<file path="src/rtl/fetch_stage_if.sv">
// Fetch-stage bus bundle: instruction-memory port, pipeline control inputs and IF/ID register outputs.
// Optional FETCH_PERF_CNT_EN adds perf_fetched / perf_stalled.
interface fetch_stage_if;
  localparam int unsigned XLEN = 64;
  localparam int unsigned ILEN = 32;
  localparam int unsigned CLEN = 32;

  logic [XLEN-1:0] instr_adr;
  logic [ILEN-1:0] instr_data;
  logic            stall;
  logic            redirect;
  logic [XLEN-1:0] redirect_target;
  logic            resume;
  logic [XLEN-1:0] ifid_pc;
  logic [XLEN-1:0] ifid_pc4;
  logic [ILEN-1:0] ifid_instr;
  logic            ifid_valid;
  logic            halted;
  logic            fault;
`ifdef FETCH_PERF_CNT_EN
  logic [CLEN-1:0] perf_fetched;
  logic [CLEN-1:0] perf_stalled;
`endif

  modport master (
`ifdef FETCH_PERF_CNT_EN
    output perf_fetched,
    output perf_stalled,
`endif
    output instr_adr,
    input  instr_data,
    input  stall,
    input  redirect,
    input  redirect_target,
    input  resume,
    output ifid_pc,
    output ifid_pc4,
    output ifid_instr,
    output ifid_valid,
    output halted,
    output fault
  );

  modport slave (
`ifdef FETCH_PERF_CNT_EN
    input  perf_fetched,
    input  perf_stalled,
`endif
    input  instr_adr,
    output instr_data,
    output stall,
    output redirect,
    output redirect_target,
    output resume,
    input  ifid_pc,
    input  ifid_pc4,
    input  ifid_instr,
    input  ifid_valid,
    input  halted,
    input  fault
  );
endinterface

</file>
<file path="src/rtl/fetch_stage.sv">
// LEGv8 instruction-fetch stage: owns the PC, drives InstructionMemory and fills the IF/ID register.
// Define FETCH_PERF_CNT_EN to add the fetched/stalled performance counters.
module fetch_stage #(
  parameter logic [63:0] RESET_PC = 64'h0,
  parameter int unsigned MEM_SIZE = 16,
  parameter logic [31:0] HALT_ENC = 32'hD4400000
) (
  input logic          clk,
  input logic          reset,
  fetch_stage_if.master bus
);
  localparam int unsigned XLEN = 64;
  localparam int unsigned ILEN = 32;
  localparam int unsigned WLEN = XLEN - 2;

  typedef enum logic [1:0] {BOOT, RUN, HALT, FAULT} state_t;

  state_t          state;
  logic [XLEN-1:0] pc;
  logic [XLEN-1:0] pc_plus4;
  logic            pc_bad;
  logic            target_misaligned;
  logic            fetch_fire;

  assign pc_plus4          = pc + XLEN'(4);
  assign pc_bad            = (pc[XLEN-1:2] >= WLEN'(MEM_SIZE)) || (pc[1:0] != 2'b00);
  assign target_misaligned = bus.redirect_target[1:0] != 2'b00;
  assign fetch_fire        = (state == RUN) && !pc_bad && !bus.redirect && !bus.stall;

  assign bus.instr_adr = pc;
  assign bus.halted    = (state == HALT);
  assign bus.fault     = (state == FAULT);

  // Fetch FSM with PC and IF/ID register
  always_ff @(posedge clk or posedge reset) begin
    if (reset) begin
      state          <= BOOT;
      pc             <= RESET_PC;
      bus.ifid_pc    <= '0;
      bus.ifid_pc4   <= '0;
      bus.ifid_instr <= '0;
      bus.ifid_valid <= 1'b0;
    end else begin
      case (state)
        BOOT: begin
          bus.ifid_valid <= 1'b0;
          state          <= RUN;
        end
        RUN: begin
          if (pc_bad) begin
            bus.ifid_valid <= 1'b0;
            state          <= FAULT;
          end else if (bus.redirect) begin
            bus.ifid_valid <= 1'b0;
            if (target_misaligned) state <= FAULT;
            else                   pc    <= bus.redirect_target;
          end else if (!bus.stall) begin
            bus.ifid_pc    <= pc;
            bus.ifid_pc4   <= pc_plus4;
            bus.ifid_instr <= bus.instr_data;
            bus.ifid_valid <= 1'b1;
            if (bus.instr_data == HALT_ENC) state <= HALT;
            else                            pc    <= pc_plus4;
          end
        end
        HALT: begin
          bus.ifid_valid <= 1'b0;
          if (bus.redirect) begin
            if (target_misaligned) begin
              state <= FAULT;
            end else begin
              pc    <= bus.redirect_target;
              state <= RUN;
            end
          end else if (bus.resume) begin
            pc    <= pc_plus4;
            state <= RUN;
          end
        end
        FAULT: begin
          bus.ifid_valid <= 1'b0;
        end
        default: begin
          bus.ifid_valid <= 1'b0;
          state          <= FAULT;
        end
      endcase
    end
  end

`ifdef FETCH_PERF_CNT_EN
  localparam int unsigned CLEN = 32;
  logic stall_cycle;

  // A stalled cycle is a RUN cycle where stall is not overridden by redirect
  assign stall_cycle = (state == RUN) && bus.stall && !bus.redirect;

  always_ff @(posedge clk or posedge reset) begin
    if (reset) begin
      bus.perf_fetched <= '0;
      bus.perf_stalled <= '0;
    end else begin
      if (fetch_fire && (bus.perf_fetched != {CLEN{1'b1}}))
        bus.perf_fetched <= bus.perf_fetched + CLEN'(1);
      if (stall_cycle && (bus.perf_stalled != {CLEN{1'b1}}))
        bus.perf_stalled <= bus.perf_stalled + CLEN'(1);
    end
  end
`else
  logic unused_fire;
  assign unused_fire = fetch_fire;
`endif

endmodule

</file>
<file path="src/flat_wrapper.sv">
// flat-port wrapper written by rule: the top's interface ports become plain ports
module fetch_stage_flat 
#(
  parameter logic [63:0] RESET_PC = 64'h0,
  parameter int unsigned MEM_SIZE = 16,
  parameter logic [31:0] HALT_ENC = 32'hD4400000
)
  (clk, reset, bus_instr_adr, bus_instr_data, bus_stall, bus_redirect, bus_redirect_target, bus_resume, bus_ifid_pc, bus_ifid_pc4, bus_ifid_instr, bus_ifid_valid, bus_halted, bus_fault);
  fetch_stage_if bus_i ();
  input logic clk;
  input logic reset;
  output wire logic [$bits(bus_i.instr_adr)-1:0] bus_instr_adr;
  input wire logic [$bits(bus_i.instr_data)-1:0] bus_instr_data;
  input wire logic [$bits(bus_i.stall)-1:0] bus_stall;
  input wire logic [$bits(bus_i.redirect)-1:0] bus_redirect;
  input wire logic [$bits(bus_i.redirect_target)-1:0] bus_redirect_target;
  input wire logic [$bits(bus_i.resume)-1:0] bus_resume;
  output wire logic [$bits(bus_i.ifid_pc)-1:0] bus_ifid_pc;
  output wire logic [$bits(bus_i.ifid_pc4)-1:0] bus_ifid_pc4;
  output wire logic [$bits(bus_i.ifid_instr)-1:0] bus_ifid_instr;
  output wire logic [$bits(bus_i.ifid_valid)-1:0] bus_ifid_valid;
  output wire logic [$bits(bus_i.halted)-1:0] bus_halted;
  output wire logic [$bits(bus_i.fault)-1:0] bus_fault;
  assign bus_instr_adr = bus_i.instr_adr;
  assign bus_i.instr_data = bus_instr_data;
  assign bus_i.stall = bus_stall;
  assign bus_i.redirect = bus_redirect;
  assign bus_i.redirect_target = bus_redirect_target;
  assign bus_i.resume = bus_resume;
  assign bus_ifid_pc = bus_i.ifid_pc;
  assign bus_ifid_pc4 = bus_i.ifid_pc4;
  assign bus_ifid_instr = bus_i.ifid_instr;
  assign bus_ifid_valid = bus_i.ifid_valid;
  assign bus_halted = bus_i.halted;
  assign bus_fault = bus_i.fault;
  fetch_stage #(.RESET_PC(RESET_PC), .MEM_SIZE(MEM_SIZE), .HALT_ENC(HALT_ENC)) u_core (.clk(clk), .reset(reset), .bus(bus_i));
endmodule
</file>
<file path="config.mk">
export PLATFORM = sky130hd
export DESIGN_NAME = fetch_stage_flat
export DESIGN_NICKNAME = d
export VERILOG_FILES = /design/src/rtl/fetch_stage_if.sv /design/src/rtl/fetch_stage.sv /design/src/flat_wrapper.sv
export SDC_FILE = /design/constraint.sdc
export NUM_CORES = 1
export LEC_CHECK = 0
export BUFFER_PORTS_ARGS = -buffer_cell sky130_fd_sc_hd__buf_2
export CORE_ASPECT_RATIO = 1.25
export CORE_UTILIZATION = 51
export DETAILED_ROUTE_END_ITERATION = 16
export PLACE_DENSITY = 0.8
export SYNTH_ARGS = -nofsm -noshare
export SYNTH_HDL_FRONTEND = slang
export SYNTH_SLANG_ARGS = --single-unit
</file>
<file path="constraint.sdc">
create_clock -name clk -period 7.3 [get_ports clk]
set_input_delay 0.365 -clock clk [delete_from_list [all_inputs] [get_ports clk]]
set_output_delay 0.365 -clock clk [all_outputs]
set_load 0.02 [all_outputs]
</file>
# Word level (Yosys, flattened, before mapping)
# Cells that the tools add are included.
# Widths: inputs -> output; s select.
totals:
  regBits: 227
  inputBits: 101
  out_inout_bits: 227
  elab_cells: 53
classes:
  add_sub_neg: 1
  magnitude_cmp: 1
  eq_ne: 11
  mux: 21
  bitwise_logic: 3
  n_reduce_logical: 10
op_table:
  columns: ["op", "n"]
  rows:
  - ["$mux 64", 7]
  - ["$pmux 64 s2", 1]
  - ["$add 64x3->64 const B", 1]
  - ["$ge 62x5->1 const B", 1]
  - ["$eq 32x32->1 const B", 1]
  - ["$mux 2", 8]
  - ["$reduce_and 5->1", 2]
  - ["$ne 3x3->1 const B", 3]
  - ["$ne 4x3->1 const B", 2]
  - ["$pmux 2 s3", 1]
  - ["$reduce_bool 2->1", 3]
  - ["$eq 2x2->1 const B", 2]
  - ["$ne 4x2->1 const B", 1]
  - ["$reduce_and 4->1", 1]
  - ["$mux 1", 3]
  - ["$not 1->1", 3]
  - ["$reduce_bool 3->1", 1]
  - ["$reduce_or 3->1", 1]
  - ["$eq 2x1->1 const B", 1]
  - ["$logic_not 2->1", 1]
  - ["$ne 2x2->1 const B", 1]
  - ["$pmux 1 s2", 1]
  - ["$logic_or 1x1->1", 1]

# Depth between registers and ports, before layout
logic_depth:
  word_depth: 6
  mapped_depth: 9
  ltp_nobuf: 7

# Least setup slack after synthesis
# OpenSTA, ideal clock, no wires.
synth_path:
  path_kind: "reg2reg"
  from: "register u_core.pc[2] (netlist: u_core.bus.instr_adr[2])"
  to: "register u_core.pc[38] (netlist: u_core.bus.instr_adr[38])"
  setup_ns: 0.129
  arrival_time_ns: 2.475
  path_slack_ns: 4.695
  stages_incl_launch_ff: 9
  synth_period_minus_slack_ns: 2.605
  path_cell_list: "dfrtp_1 > ha_1 > nand3_1 > or4_1 > clkbuf_1 > nor3_1 > a31oi_1 > o31ai_1 > o21ai_1"
synth_between:
  elab_chain_len: 6
synth_lines:
  columns: ["element", "line_no", "text"]
  rows:
  - ["start: declaration", "fetch_stage.sv:19", "logic [XLEN-1:0] pc;"]
  - ["start signal: assignment", "fetch_stage.sv:56", "else pc <= bus.redirect_target;"]
  - ["start signal: assignment", "fetch_stage.sv:63", "else pc <= pc_plus4;"]
  - ["start signal: assignment", "fetch_stage.sv:72", "pc <= bus.redirect_target;"]
  - ["$add 64x3->64", "fetch_stage.sv:25", "assign pc_plus4 = pc + XLEN'(4);"]
  - ["$mux 64", "fetch_stage.sv:62", "if (bus.instr_data == HALT_ENC) state <= HALT;"]
  - ["$mux 64", "fetch_stage.sv:57", "end else if (!bus.stall) begin"]
  - ["$mux 64", "fetch_stage.sv:53", "end else if (bus.redirect) begin"]
  - ["$mux 64", "fetch_stage.sv:50", "if (pc_bad) begin"]
  - ["$pmux 64 s2", "fetch_stage.sv:44", "case (state)"]
# Several ways; a longest one is shown, not always the timed one. The select of a mux whose other input is x is not followed.
# A chain may end at the register's enable or synchronous reset.

# Worst setup path in the final report
layout_path:
  from: "register u_core.pc[14] (netlist: u_core.bus.instr_adr[14])"
  to: "register u_core.bus.ifid_instr[23]"
layout_between:
  elab_chain_len: 4
layout_lines:
  columns: ["element", "line_no", "text"]
  rows:
  - ["$ge 62x5->1", "fetch_stage.sv:26", "assign pc_bad = (pc[XLEN-1:2] >= WLEN'(MEM_SIZE)) || (pc[1:0] != 2'b00);"]
  - ["$logic_or 1x1->1", "fetch_stage.sv:26", null]
  - ["$not 1->1 (no line)", null, null]
  - ["$reduce_and 4->1 (no line)", null, null]
  - ["end signal: assignment", "fetch_stage.sv:60", "bus.ifid_instr <= bus.instr_data;"]
  - ["end: declaration", "fetch_stage_if.sv:38", "output ifid_instr,"]
# Every way passes these cells.

==> impl_metrics.yaml <==
yosys:
  synth_ff_type: "dfrtp_1"
  synth_nets: 1078
  synth_top_area_cell: "dfrtp_1"
  synth_edf_count: 0
  yosysMostFrequentCell: "dfrtp_1"
  synth_common_cells: "dfrtp_1 (225), nor2b_1 (119), nor2_1 (68), o21ai_1 (51), o31ai_1 (51)"
  yosys_warnings: 0
  async_flop_share_pct: 100
  ys_ff_latch: 225
  post-synth-top-area-fraction_pct: 55.1
  ys_seq_area_share_pct: 55.1
  synth_cell_types: 53
  synthCells: 972
  syn_avg_cell_area_um2: 10.5
  synthTopCellsByArea: "dfrtp_1 (55%), nor2b_1 (7.3%), mux2_2 (4.6%)"
  synth_area_um2: 10200
grt:
  grt_pass1_wl_um: 48900
  grt_usage_pct: 30.6
  grt_max_degree: 159
  antenna_found_initial: 3
  grt-ovfl-total: 0
  grt_pass1_vias: 8845
critical_path:
  crit_required_ns: 7.69
  cpPeakStageDelay_ns: 0.53
  crit_type: "reg2reg"
  crit_slowest_cell: "nor4_1"
  cp.arrival_ns: 3.63
  critPathLaunch: "u_core.bus.instr_adr[14]$_DFFE_PP0P_"
  cp-end-kind: "flip-flop"
  cp_max_fo: 158
  r2r_start: "u_core.bus.instr_adr[14]$_DFFE_PP0P_"
  start_kind: "flip-flop"
  cp_cell_sequence: "nor4_1 > nand4_1 > nor3_2 > nand2_1 > nor4_4 > buf_12 > mux2_2"
  r2r_cells: 7
drt:
  num_vias: 9102
  dr_wl_met3_um: 3240
  drtIter0Drc: 1005
  antenna_left: 0
  wire_per_inst_um: 20.6
  route.met2.wl_um: 15400
  top_layer_used: "met4"
  dr.pass1.iters: 7
  routed_via_density: 5.93
  drt-met1-wl_um: 11700
  drc: 0
  wirelength_um: 31700
die:
  die_y_um: 160
  row_count: 57
  dieWidth_um: 129
  start_util_pct: 52.3
  dieArea_um2: 20600
  io_pins: 328
  core_area_um2: 19500
power_and_ir_drop:
  seq_power_share_pct: 49.2
  total_power_uw: 2550
  p_leak_uw: 0.00656
  peakVddDrop_uv: 205
  p_int_uw: 1960
  combPwrFrac_pct: 4.7
  netSwitchingFraction_pct: 23.0
  clockPowerShare_pct: 46.1
  p_switching_uw: 588
  p_per_area_nw_per_um2: 201
clock_network:
  post_cts_buffers: 0
  cts_buffers: 22
  root_buffer: "clkbuf_16"
  cts_sinks: 225
  cts_tree: "done"
  clock_latency_ns: 0.52
  clockBufferDepth: 3
  cts-resized-gates: 0
  hold_buffers: 0
  htree_levels: 1
  clk_pin_slew_ns: 0.07
placed_design:
  portBuffers: 327
  place.gp.congestion: 0.909
  postPlaceCellArea_um2: 11900
  post-dp-hpwl_um: 21200
final_layout:
  final_nets: 1358
  syn_to_final_growth_pct: 24.2
  drive_gt1_share_pct: 34.1
  design_area_um2: 12700
outcome:
  status: "completed"
sta:
  setup_viol: 0
  post-route-period-util_pct: 44.4
  fin_hold_ws_ns: 0.0836
  maxSlewHeadroom_pct: 32.7
  rsz0062_at_grt: "no"
  fin_crit_ns: 3.24
  maxSlewViolCount: 0
  finalHoldViolCount: 0
  fmax_ghz: 0.309
  final.setup.tns_ns: 0
  skew_ns: 0.0219
  tightest_slew_ns: 1.01
worst_hold_path:
  hold_class: "in2async"
run:
  drv_cap: 0
## worst paths after layout
path,end,slack (ns)
max in group asynchronous,u_core.bus.instr_adr[27]$_DFFE_PP0P_,5.55
min,u_core.bus.ifid_pc4[0]$_DFFE_PP0P_,0.08
max,u_core.bus.ifid_instr[23]$_DFFE_PP0P_,4.06
min in group clk,u_core.bus.ifid_instr[30]$_DFFE_PP0P_,0.09
min reg2reg,u_core.bus.ifid_pc[17]$_DFFE_PP0P_,0.49
max reg2reg,u_core.bus.ifid_instr[23]$_DFFE_PP0P_,4.06
## critical path: cells and delay by family, from the launching register on
family / cells / cell delay, ns
and+or+nand+nor: 5 / 1.60
buffers and inverters: 1 / 0.51
DFF: 1 / 0.46
muxes: 1 / 0.41
## power by group through the flow
stage	logic, µW	clock network [µW]	registers, µW
3_3_place_gp	119	0	1280
5_1_grt	132	1230	1260
4_1_cts	121	1180	1260
3_5_place_dp	121	0	1280
6_report	120	1180	1260
2_1_floorplan	54.5	0	1290
## layout make-up
class | count | area [µm²]
Clock inverter | 9 | 92.6
Sequential cell | 225 | 5630
Inverter | 20 | 82.6
Clock buffer | 31 | 656
Fill cell | 1581 | 6850
Tap cell | 265 | 332
Multi-Input combinational cell | 648 | 4180
Timing Repair Buffer | 335 | 1710
Antenna cell | 3 | 7.51
## per-stage QoR
step                      setup slack [ns]  cells  util, %
after floorplan                      0.772    972        -
after global placement                4.11   1493     61.1
after detailed placement              4.05   1493     61.1
after CTS                             4.15   1533     64.9
after global routing                  3.94   1535     64.9
final                                 4.06   1536     64.9
## cell usage in the layout, fill, tap and decap left out, types with 8 or more instances in the layout
cell type and n:
buf_2 326, dfrtp_1 225, nor2b_1 119, nor2_1 68, o31ai_1 51, o21ai_1 51
a21oi_1 42, mux2_2 42, nand2_1 31, nor4_1 31, nor3_1 26, clkbuf_16 23
a22oi_1 22, a31oi_1 22, nand4_1 20, inv_1 19, nand3_1 15, and3_1 15
and4_1 10, a32oi_1 10, o22ai_1 8, buf_4 8
## kinds of logic after synthesis
logic type / count (synthesis) / share of synthesized area, %
AO/OA/AOI/OAI: 227 / 14.4
XOR/XNOR: 3 / 0.257
adder cells (fa/ha/maj): 5 / 0.612
buffers and inverters: 99 / 4.14
flip-flops: 225 / 55.1
multiplexers: 43 / 4.73
AND/OR/NAND/NOR: 370 / 20.7
## registers in the layout (all words and copies together) (netlist names)
signal and cells:
u_core.bus.ifid_pc4 64, u_core.bus.instr_adr 64, u_core.bus.ifid_pc 62, u_core.bus.ifid_instr 32, u_core.state 2, u_core.bus.ifid_valid 1
## layer usage
metal | track usage (%) | up-vias
li1 | - | 4073
met3 | 7.40 | 90
met5 | 0 | -
met4 | 13.1 | 0
met1 | 38.4 | 4364
met2 | 50.3 | 575
No activity file was read; power rests on OpenSTA's default activity.
